File: src/rtl/vga_square_painter_pkg.sv
// Shared definitions for the square painter: PS/2 scan codes, decoder states
// and the command set produced by the keyboard decoder.
package vga_square_painter_pkg;

  localparam logic [7:0] KEY_W     = 8'h1D;
  localparam logic [7:0] KEY_A     = 8'h1C;
  localparam logic [7:0] KEY_S     = 8'h1B;
  localparam logic [7:0] KEY_D     = 8'h23;
  localparam logic [7:0] KEY_C     = 8'h21;
  localparam logic [7:0] KEY_R     = 8'h2D;
  localparam logic [7:0] KEY_BREAK = 8'hF0;
  localparam logic [7:0] KEY_EXT   = 8'hE0;

  typedef enum logic {
    ST_IDLE,
    ST_BREAK
  } decState_t;

  typedef enum logic [2:0] {
    CMD_UP,
    CMD_DOWN,
    CMD_LEFT,
    CMD_RIGHT,
    CMD_COLOR,
    CMD_CENTER
  } cmd_t;

  function automatic logic isCmdKey(input logic [7:0] code);
    return (code == KEY_W) || (code == KEY_A) || (code == KEY_S) ||
           (code == KEY_D) || (code == KEY_C) || (code == KEY_R);
  endfunction

  function automatic cmd_t keyToCmd(input logic [7:0] code);
    case (code)
      KEY_W:   return CMD_UP;
      KEY_S:   return CMD_DOWN;
      KEY_A:   return CMD_LEFT;
      KEY_D:   return CMD_RIGHT;
      KEY_C:   return CMD_COLOR;
      default: return CMD_CENTER;
    endcase
  endfunction

endpackage

File: src/rtl/vga_square_painter_ps2_key_decoder.sv
// Synchronizes the PS/2 code byte, detects each new code once, drops
// break sequences and holds the latest command until the frame applies it.
module ps2_key_decoder
  import vga_square_painter_pkg::*;
(
  input  logic       clk_i,
  input  logic       rst_ni,
  input  logic [7:0] keyCode_i,
  input  logic       clear_i,
  output logic [2:0] cmd_o,
  output logic       valid_o
);

  logic [7:0] sync1_q, sync2_q, prev_q;
  decState_t  state_q;
  cmd_t       cmd_q;
  logic       valid_q;
  logic       newCode;

  // A code counts once: on the zero-to-nonzero transition of the synced byte.
  assign newCode = (sync2_q != 8'd0) && (prev_q == 8'd0);

  always_ff @(posedge clk_i) begin
    if (!rst_ni) begin
      sync1_q <= 8'd0;
      sync2_q <= 8'd0;
      prev_q  <= 8'd0;
      state_q <= ST_IDLE;
      cmd_q   <= CMD_CENTER;
      valid_q <= 1'b0;
    end else begin
      sync1_q <= keyCode_i;
      sync2_q <= sync1_q;
      prev_q  <= sync2_q;
      if (clear_i)
        valid_q <= 1'b0;
      // A load in the same cycle as a clear wins, so it survives to next frame.
      if (newCode) begin
        case (state_q)
          ST_IDLE: begin
            if (sync2_q == KEY_BREAK) begin
              state_q <= ST_BREAK;
            end else if (isCmdKey(sync2_q)) begin
              cmd_q   <= keyToCmd(sync2_q);
              valid_q <= 1'b1;
            end
          end
          default: state_q <= ST_IDLE;
        endcase
      end
    end
  end

  assign cmd_o   = cmd_q;
  assign valid_o = valid_q;

endmodule

File: src/rtl/vga_square_painter.sv
// Pixel source feeding the VGA controller: a keyboard-driven square on a
// 256x256 image area, with moves applied once per frame on APPLY_LINE.
module vga_square_painter
  import vga_square_painter_pkg::*;
#(
  parameter int         H_ORIGIN   = 100,
  parameter int         V_ORIGIN   = 142,
  parameter int         SIDE       = 16,
  parameter int         STEP       = 4,
  parameter int         APPLY_LINE = 400,
  parameter logic [2:0] BG         = 3'b000
) (
  input  logic       Clock,
  input  logic       Reset,
  input  logic [7:0] iKeyCode,
  input  logic [9:0] iHcounter,
  input  logic [9:0] iVcounter,
  output logic [2:0] oVGA_RGB,
  output logic [7:0] oXPos,
  output logic [7:0] oYPos,
  output logic [2:0] oColor
);

  localparam logic [8:0] MAX_POS = 9'(256 - SIDE);
  localparam logic [7:0] CENTER  = 8'((256 - SIDE) / 2);

  logic [7:0] xPos_q, xPos_d, yPos_q, yPos_d;
  logic [2:0] color_q, color_d, rgb_q, rgb_d;
  logic [2:0] cmdRaw;
  logic       cmdValid, strobe;
  logic [9:0] xRel, yRel;

  ps2_key_decoder uDecoder (
    .clk_i    (Clock),
    .rst_ni   (Reset),
    .keyCode_i(iKeyCode),
    .clear_i  (strobe),
    .cmd_o    (cmdRaw),
    .valid_o  (cmdValid)
  );

  assign strobe = (iHcounter == 10'd0) && (iVcounter == 10'(APPLY_LINE));

  // Position math is 9 bits wide so underflow shows up in bit 8 before clamping.
  function automatic logic [7:0] stepBack(input logic [7:0] pos);
    logic [8:0] t;
    t = {1'b0, pos} - 9'(STEP);
    return t[8] ? 8'd0 : t[7:0];
  endfunction

  function automatic logic [7:0] stepFwd(input logic [7:0] pos);
    logic [8:0] t;
    t = {1'b0, pos} + 9'(STEP);
    return (t > MAX_POS) ? MAX_POS[7:0] : t[7:0];
  endfunction

  function automatic logic [2:0] nextColor(input logic [2:0] c);
    logic [2:0] n;
    n = c + 3'd1;
    if (n == BG)
      n = n + 3'd1;
    return n;
  endfunction

  always_comb begin
    xPos_d  = xPos_q;
    yPos_d  = yPos_q;
    color_d = color_q;
    if (strobe && cmdValid) begin
      case (cmd_t'(cmdRaw))
        CMD_UP:     yPos_d  = stepBack(yPos_q);
        CMD_DOWN:   yPos_d  = stepFwd(yPos_q);
        CMD_LEFT:   xPos_d  = stepBack(xPos_q);
        CMD_RIGHT:  xPos_d  = stepFwd(xPos_q);
        CMD_COLOR:  color_d = nextColor(color_q);
        CMD_CENTER: begin
          xPos_d = CENTER;
          yPos_d = CENTER;
        end
        default: ;
      endcase
    end
  end

  // Left of / above the origin wraps to a large unsigned value and falls outside.
  assign xRel = iHcounter - 10'(H_ORIGIN);
  assign yRel = iVcounter - 10'(V_ORIGIN);

  always_comb begin
    rgb_d = BG;
    if ((xRel < 10'd256) && (yRel < 10'd256) &&
        ((xRel - {2'b00, xPos_q}) < 10'(SIDE)) &&
        ((yRel - {2'b00, yPos_q}) < 10'(SIDE)))
      rgb_d = color_q;
  end

  always_ff @(posedge Clock) begin
    if (!Reset) begin
      xPos_q  <= CENTER;
      yPos_q  <= CENTER;
      color_q <= 3'b100;
      rgb_q   <= BG;
    end else begin
      xPos_q  <= xPos_d;
      yPos_q  <= yPos_d;
      color_q <= color_d;
      rgb_q   <= rgb_d;
    end
  end

  assign oVGA_RGB = rgb_q;
  assign oXPos    = xPos_q;
  assign oYPos    = yPos_q;
  assign oColor   = color_q;

endmodule
File: config.mk
export PLATFORM = sky130hd
export DESIGN_NAME = vga_square_painter
export DESIGN_NICKNAME = d
export VERILOG_FILES = /design/src/rtl/vga_square_painter_pkg.sv /design/src/rtl/vga_square_painter_ps2_key_decoder.sv /design/src/rtl/vga_square_painter.sv
export SDC_FILE = /design/constraint.sdc
export NUM_CORES = 1
export LEC_CHECK = 0
export CAP_MARGIN = 20
export CORE_ASPECT_RATIO = 1.1
export CORE_MARGIN = 4
export CORE_UTILIZATION = 55
export DETAILED_ROUTE_END_ITERATION = 10
export PLACE_DENSITY = 0.81
export SETUP_SLACK_MARGIN = 0.05
export SKIP_CTS_REPAIR_TIMING = 1
export SLEW_MARGIN = 20
export SYNTH_ARGS = -nofsm -noshare
export SYNTH_HDL_FRONTEND = slang
export SYNTH_HIERARCHICAL = 1
export SYNTH_SLANG_ARGS = --single-unit
File: constraint.sdc
create_clock -name Clock -period 2.5 [get_ports Clock]
set_input_delay 0.25 -clock Clock [delete_from_list [all_inputs] [get_ports Clock]]
set_output_delay 0.25 -clock Clock [all_outputs]
set_load 0.05 [all_outputs]
# Word-level counts from Yosys, hierarchy flattened
# Index checks and enable logic that the tools add are counted.
[word_totals]
ram_bits = 0
memories = 0
inputBits = 30
romBits = 0
output_inout_bits = 22
register_bits = 51
latch_bits = 0
word_cells = 79
[classes]
n_eq_ne = 13
mux = 15
magnitude_cmp = 6
bitwise_logic = 2
div_mod_pow = 0
multipliers = 0
addsub = 10
reduce_logical = 23
n_shift = 0
[ops]
columns = ["op", "count"]
rows = [
  ["one-hot mux 8 bit (3 select lines)", 2],
  ["2-to-1 mux 8 bit", 4],
  ["equality test 8 x 5 -> 1 bit, second input constant", 3],
  ["equality test 8 x 6 -> 1 bit, second input constant", 3],
  ["less-than comparator 10 x 5 -> 1 bit, second input constant", 2],
  ["less-than comparator 10 x 9 -> 1 bit, second input constant", 2],
  ["subtractor 10 x 8 -> 10 bit", 2],
  ["adder 8 x 3 -> 9 bit, second input constant", 2],
  ["greater-than comparator 9 x 8 -> 1 bit, second input constant", 2],
  ["subtractor 8 x 3 -> 9 bit, second input constant", 2],
  ["one-hot mux 3 bit (5 select lines)", 1],
  ["equality test 10 x 9 -> 1 bit, second input constant", 1],
  ["logical NOT 10 bit", 1],
  ["subtractor 10 x 7 -> 10 bit, second input constant", 1],
  ["subtractor 10 x 8 -> 10 bit, second input constant", 1],
  ["equality test 8 bit, second input constant", 1],
  ["logical NOT 8 bit", 1],
  ["AND reduction 2 bit", 4],
  ["nonzero test 8 bit", 1],
  ["2-to-1 mux 1 bit", 7],
  ["adder 3 x 1 -> 3 bit, second input constant", 2],
  ["equality test 3 x 2 -> 1 bit, second input constant", 2],
  ["equality test 3 bit, second input constant", 2],
  ["logical AND 1 bit", 6],
  ["7 further kinds", 14],
]

# Longest topological paths before layout
[depth]
word_depth = 10
depth_mapped = 11
mapped_depth_nobuf = 11

# Hierarchy
# Netlist, hierarchy kept.
[modules_own_cells]
columns = ["module", "seq_area_each_um2", "area_per_inst_um2", "n_inst", "cells_each"]
rows = [
  ["vga_square_painter", 360.3, 2301.0, 1, 308],
  ["ps2_key_decoder", 580.6, 1059.8, 1, 97],
]

# Least setup slack after synthesis
# No wires, ideal clock.
[synth_timing]
kind = "register -> register"
start = "register yPos_q[4] (netlist: oYPos[4])"
end = "register rgb_q[0] (netlist: oVGA_RGB[0])"
synth_period_minus_slack_ns = 2.535
path_slack_ns = -0.035
required_ns = 2.408
arrival_ns = 2.443
n_path_buf = 1
setup_ns = 0.092
path_stages_with_launch = 9
cell_sequence = "dfxtp_1 > clkbuf_1 > inv_1 > ha_1 > a21oi_1 > a21oi_1 > a2111oi_0 > a2bb2oi_1 > nor4_1"
[synth_via]
elab_chain_cells = 4
[synth_rtl]
columns = ["item", "line_no", "text"]
rows = [
  ["start, declared", "vga_square_painter.sv:27", "logic [7:0] xPos_q, xPos_d, yPos_q, yPos_d;"],
  ["start signal, assigned", "vga_square_painter.sv:105", "yPos_q <= yPos_d;"],
  ["subtractor 10 x 8 -> 10 bit", "vga_square_painter.sv:93", "((yRel - {2'b00, yPos_q}) < 10'(SIDE)))"],
  ["less-than comparator 10 x 5 -> 1 bit", "vga_square_painter.sv:93", ""],
  ["logical AND 1 bit", "vga_square_painter.sv:92", "((xRel - {2'b00, xPos_q}) < 10'(SIDE)) &&"],
  ["AND reduction 2 bit (no line)", "n/a", ""],
  ["end signal, assigned", "vga_square_painter.sv:107", "rgb_q <= rgb_d;"],
  ["end, declared", "vga_square_painter.sv:28", "logic [2:0] color_q, color_d, rgb_q, rgb_d;"],
]
# Every way passes these cells.
# A chain may end at the register's enable or synchronous reset.

# Worst setup path in the final report
[layout_timing]
start = "input iVcounter[4]"
end = "register rgb_q[0] (netlist: oVGA_RGB[0])"
[layout_via]
elab_chain_cells = 6
word_cells_on_any_way = 8
cone_classes = "2 x add/sub; 2 x order compare; 4 x reduce/logical"
[layout_rtl]
columns = ["item", "line_no", "text"]
rows = [
  ["start, declared", "vga_square_painter.sv:17", "input logic [9:0] iVcounter,"],
  ["subtractor 10 x 8 -> 10 bit (*)", "vga_square_painter.sv:87", "assign yRel = iVcounter - 10'(V_ORIGIN);"],
  ["branches (longest 3 deep; another with subtractor 10 x 8 -> 10 bit)", "n/a", ""],
  ["logical AND 1 bit (*)", "vga_square_painter.sv:92", ""],
  ["AND reduction 2 bit (no line) (*)", "n/a", ""],
]
# Every way passes the cells marked *.

==> impl_results.md <==
* PortBufs at 47
* H-tree depth at 2
* Most common cell in the netlist: dfxtp_1
* Cts bufs inserted at 5
* Largest net degree at the start of global routing at 27
* GRT overflow at 0
* Number of global-route vias before repair at 3119
* CP Class: in2reg
* Share of Yosys cell area claimed by the top area cell type at 28.00%
* DPL Wire Length at 6.436 mm
* Rel. slew slack at 59.93%
* P_sw at 451.6 uW
* Die area at 0.007426 mm2
* CP cell instances: clkdlybuf4s50_1 -> buf_4 -> o31ai_1 -> o21ai_0 -> ha_1 -> nand2_1 -> a21oi_2 -> a211oi_1 -> a2bb2oi_2 -> nor4_2
* Core ar. at 0.005842 mm2
* CTS clk-pin slew, worst paths at 0.10 ns
* Initial core utilization at 57.53%
* Clk sink count at 47
* Clk pwr share at 38.9%
* Number of setup violations in the final report at 0
* Status: finished, final reports clean
* Fin. Hold Viols at 0
* Post-Syn Instances at 405
* Share of cells above drive strength 1 at 16.56%
* Fin crit share at 93.40%
* CP Launch Type: primary input
* Maximum Capacitance Violations at 0
* CTS tree: done
* Clock Latency Late Sink at 0.30 ns
* Post-synth top flop: dfxtp_1
* Vias/cell at 6.184
* Num rows at 29
* Initial antenna violation count at 0
* Internal power at 1327 uW
* Netlist cell types at 74
* Fin nets at 530
* Placer congestion estimate at 0.9425
* Pwr/cell area at 405.0 mW/mm2
* Area growth, synth to finish at 30.64%
* DRC at 0
* Seq cells post-synth at 47
* Die Ht at 89.99 um
* All-layer global routing usage at 23.36%
* Util after Layout at 75.16%
* Synth Cell Area at 0.003361 mm2
* Hold WS at 0.4368 ns
* Unrepaired setup endpoints after global routing: no
* Critical path capture point type: flip-flop
* Ys Warns at 6
* Syn Area/Cell at 8.298 um2
* Via count at 3426
* Crit-path max cell delay at 0.42 ns
* Slew Viols, Final at 0
* Die Wd at 82.53 um
* Sequential power share at 43.5%
* Sequential fraction of the synthesis area at 28.00%
* Worst Clk Skew at 0.005753 ns
* Peak VDD IR at 327.6 uV
* Ports at 52
* Fmax at 428.2 MHz
* 1st-iter DRT viols at 259
* Post-synth top cells: dfxtp_1, and2_1, ha_1
* Comb power frac at 17.6%
* Switch share at 25.39%
* Post-route ant nets at 0
* Worst path required time at 2.72 ns
* Clock buffer depth at 2
* Worst Tran Pin Value at 0.5927 ns
* First-pass DRT Iterations at 5
* Cell leakage power at 0.001796 uW
* Ys async rst share at 0%
* Ranking of synthesized cells by area: dfxtp_1, ha_1, and2_1
* Post-synth EDFFs at 0
* Final critical-path required period at 2.335 ns
* First-pass GRT wire length at 14.06 mm
* CP Data Arrival Time at 2.56 ns
* Final WL at 8.868 mm
* Setup TNS at 0 ns
* Antenna cells at 0
* Root Buffer: clkbuf_8
* Crit path max-delay cell type: clkdlybuf4s50_1
* WL/cell at 16.01 um
* Crit-path max FO at 7
* Min-Delay Path Class: reg2reg
* Yosys top cell by area: dfxtp_1
* Fillers at 429
[power by group through the flow]
stage / registers (uW) / logic, uW / clock network (uW)
finish: 773 / 312 / 693
global route: 776 / 339 / 738
CTS: 773 / 277 / 704
detailed placement: 791 / 276 / 0
global placement: 790 / 268 / 0
floorplan: 787 / 159 / 0
[critical path: cells and delay by family]
family / cells / cell delay, ns
buffers and inverters: 2 / 0.59
AOI/OAI and AO/OA: 5 / 0.92
adders and majority gates: 1 / 0.40
and+or+nand+nor: 2 / 0.39
[final cells by class]
| type | instances | area [um2] | share of cell area [%] |
|---|---|---|---|
| Multi-Input combinational cell | 319 | 2376 | 54.12 |
| Sequential cell | 47 | 947.2 | 21.57 |
| Tap cell | 77 | 96.34 | 2.194 |
| Clock inverter | 3 | 71.32 | 1.624 |
| Clock buffer | 5 | 68.82 | 1.567 |
| Inverter | 21 | 78.83 | 1.795 |
| Timing Repair Buffer | 82 | 752.0 | 17.13 |
[layout by cell type (no fill, tap or decap), types with 7 or more instances in the layout]
| master | netlist | final |
|---|---|---|
| nand2_1 | 23 | 23 |
| nor2_1 | 13 | 13 |
| nand4_1 | 10 | 10 |
| clkdlybuf4s50_1 | 0 | 41 |
| a21oi_1 | 18 | 15 |
| ha_1 | 24 | 22 |
| xor2_1 | 7 | 7 |
| buf_4 | 4 | 34 |
| nor4_1 | 13 | 9 |
| a211oi_1 | 8 | 8 |
| nand3_1 | 9 | 8 |
| and3_1 | 8 | 7 |
| and2_1 | 30 | 30 |
| o21ai_0 | 21 | 19 |
| inv_1 | 21 | 19 |
| dfxtp_1 | 47 | 42 |
[path summary, 6_finish.rpt]
path	start	to	slack, ns	cells past startpoint
worst max-delay path	iVcounter[4]	oVGA_RGB[0]$_SDFF_PN0_	0.16	10
worst min-delay path	uDecoder/sync1_q[5]$_SDFF_PN0_	uDecoder/sync2_q[5]$_SDFF_PN0_	0.44	1
worst max register to register	oYPos[4]$_SDFFE_PN1P_	oVGA_RGB[0]$_SDFF_PN0_	0.28	8
worst min register to register	uDecoder/sync1_q[5]$_SDFF_PN0_	uDecoder/sync2_q[5]$_SDFF_PN0_	0.44	1
[metal layers]
layer	vias up	GRT usage (%)	wire length, um	share of wire, %
met3	6	4.800	590	6.7
met1	1618	30.76	3768	42
met4	0	5.177	46	0.52
met2	142	38.77	4464	50
met5	-	0	0	0
li1	1660	-	-	-
[through the flow]
stage          setup slack [ns]  cells  area [um2]  total power (uW)
6_report                 0.1649    554        4390              1778
5_1_grt                 0.04727    554        4390              1853
4_1_cts                 -0.2214    553        4244              1755
3_5_place_dp            -0.5337    545        4104              1066
3_3_place_gp            -0.2800    545        4104              1058
2_1_floorplan           0.07076    408        3377             945.6
[cell families after synthesis]
family	Yosys count	share of synthesized area [%]
compound gates	114	24.01
xor+xnor	10	2.606
fa+ha+maj	24	8.935
buf+inv	42	5.175
flops	47	28.00
mux	6	1.787
other cells	1	0.1116
simple gates	161	29.37
[registers in the layout, summed over array words and instances, names as in the netlist]
register	flops
uDecoder/cmd_o	3
oVGA_RGB	3
uDecoder/sync2_q	8
uDecoder/sync1_q	8
uDecoder/prev_q	8
oColor	3
uDecoder/valid_o	1
oYPos	6
uDecoder/state_q	1
oXPos	6
(Power assumes the default switching activity.)
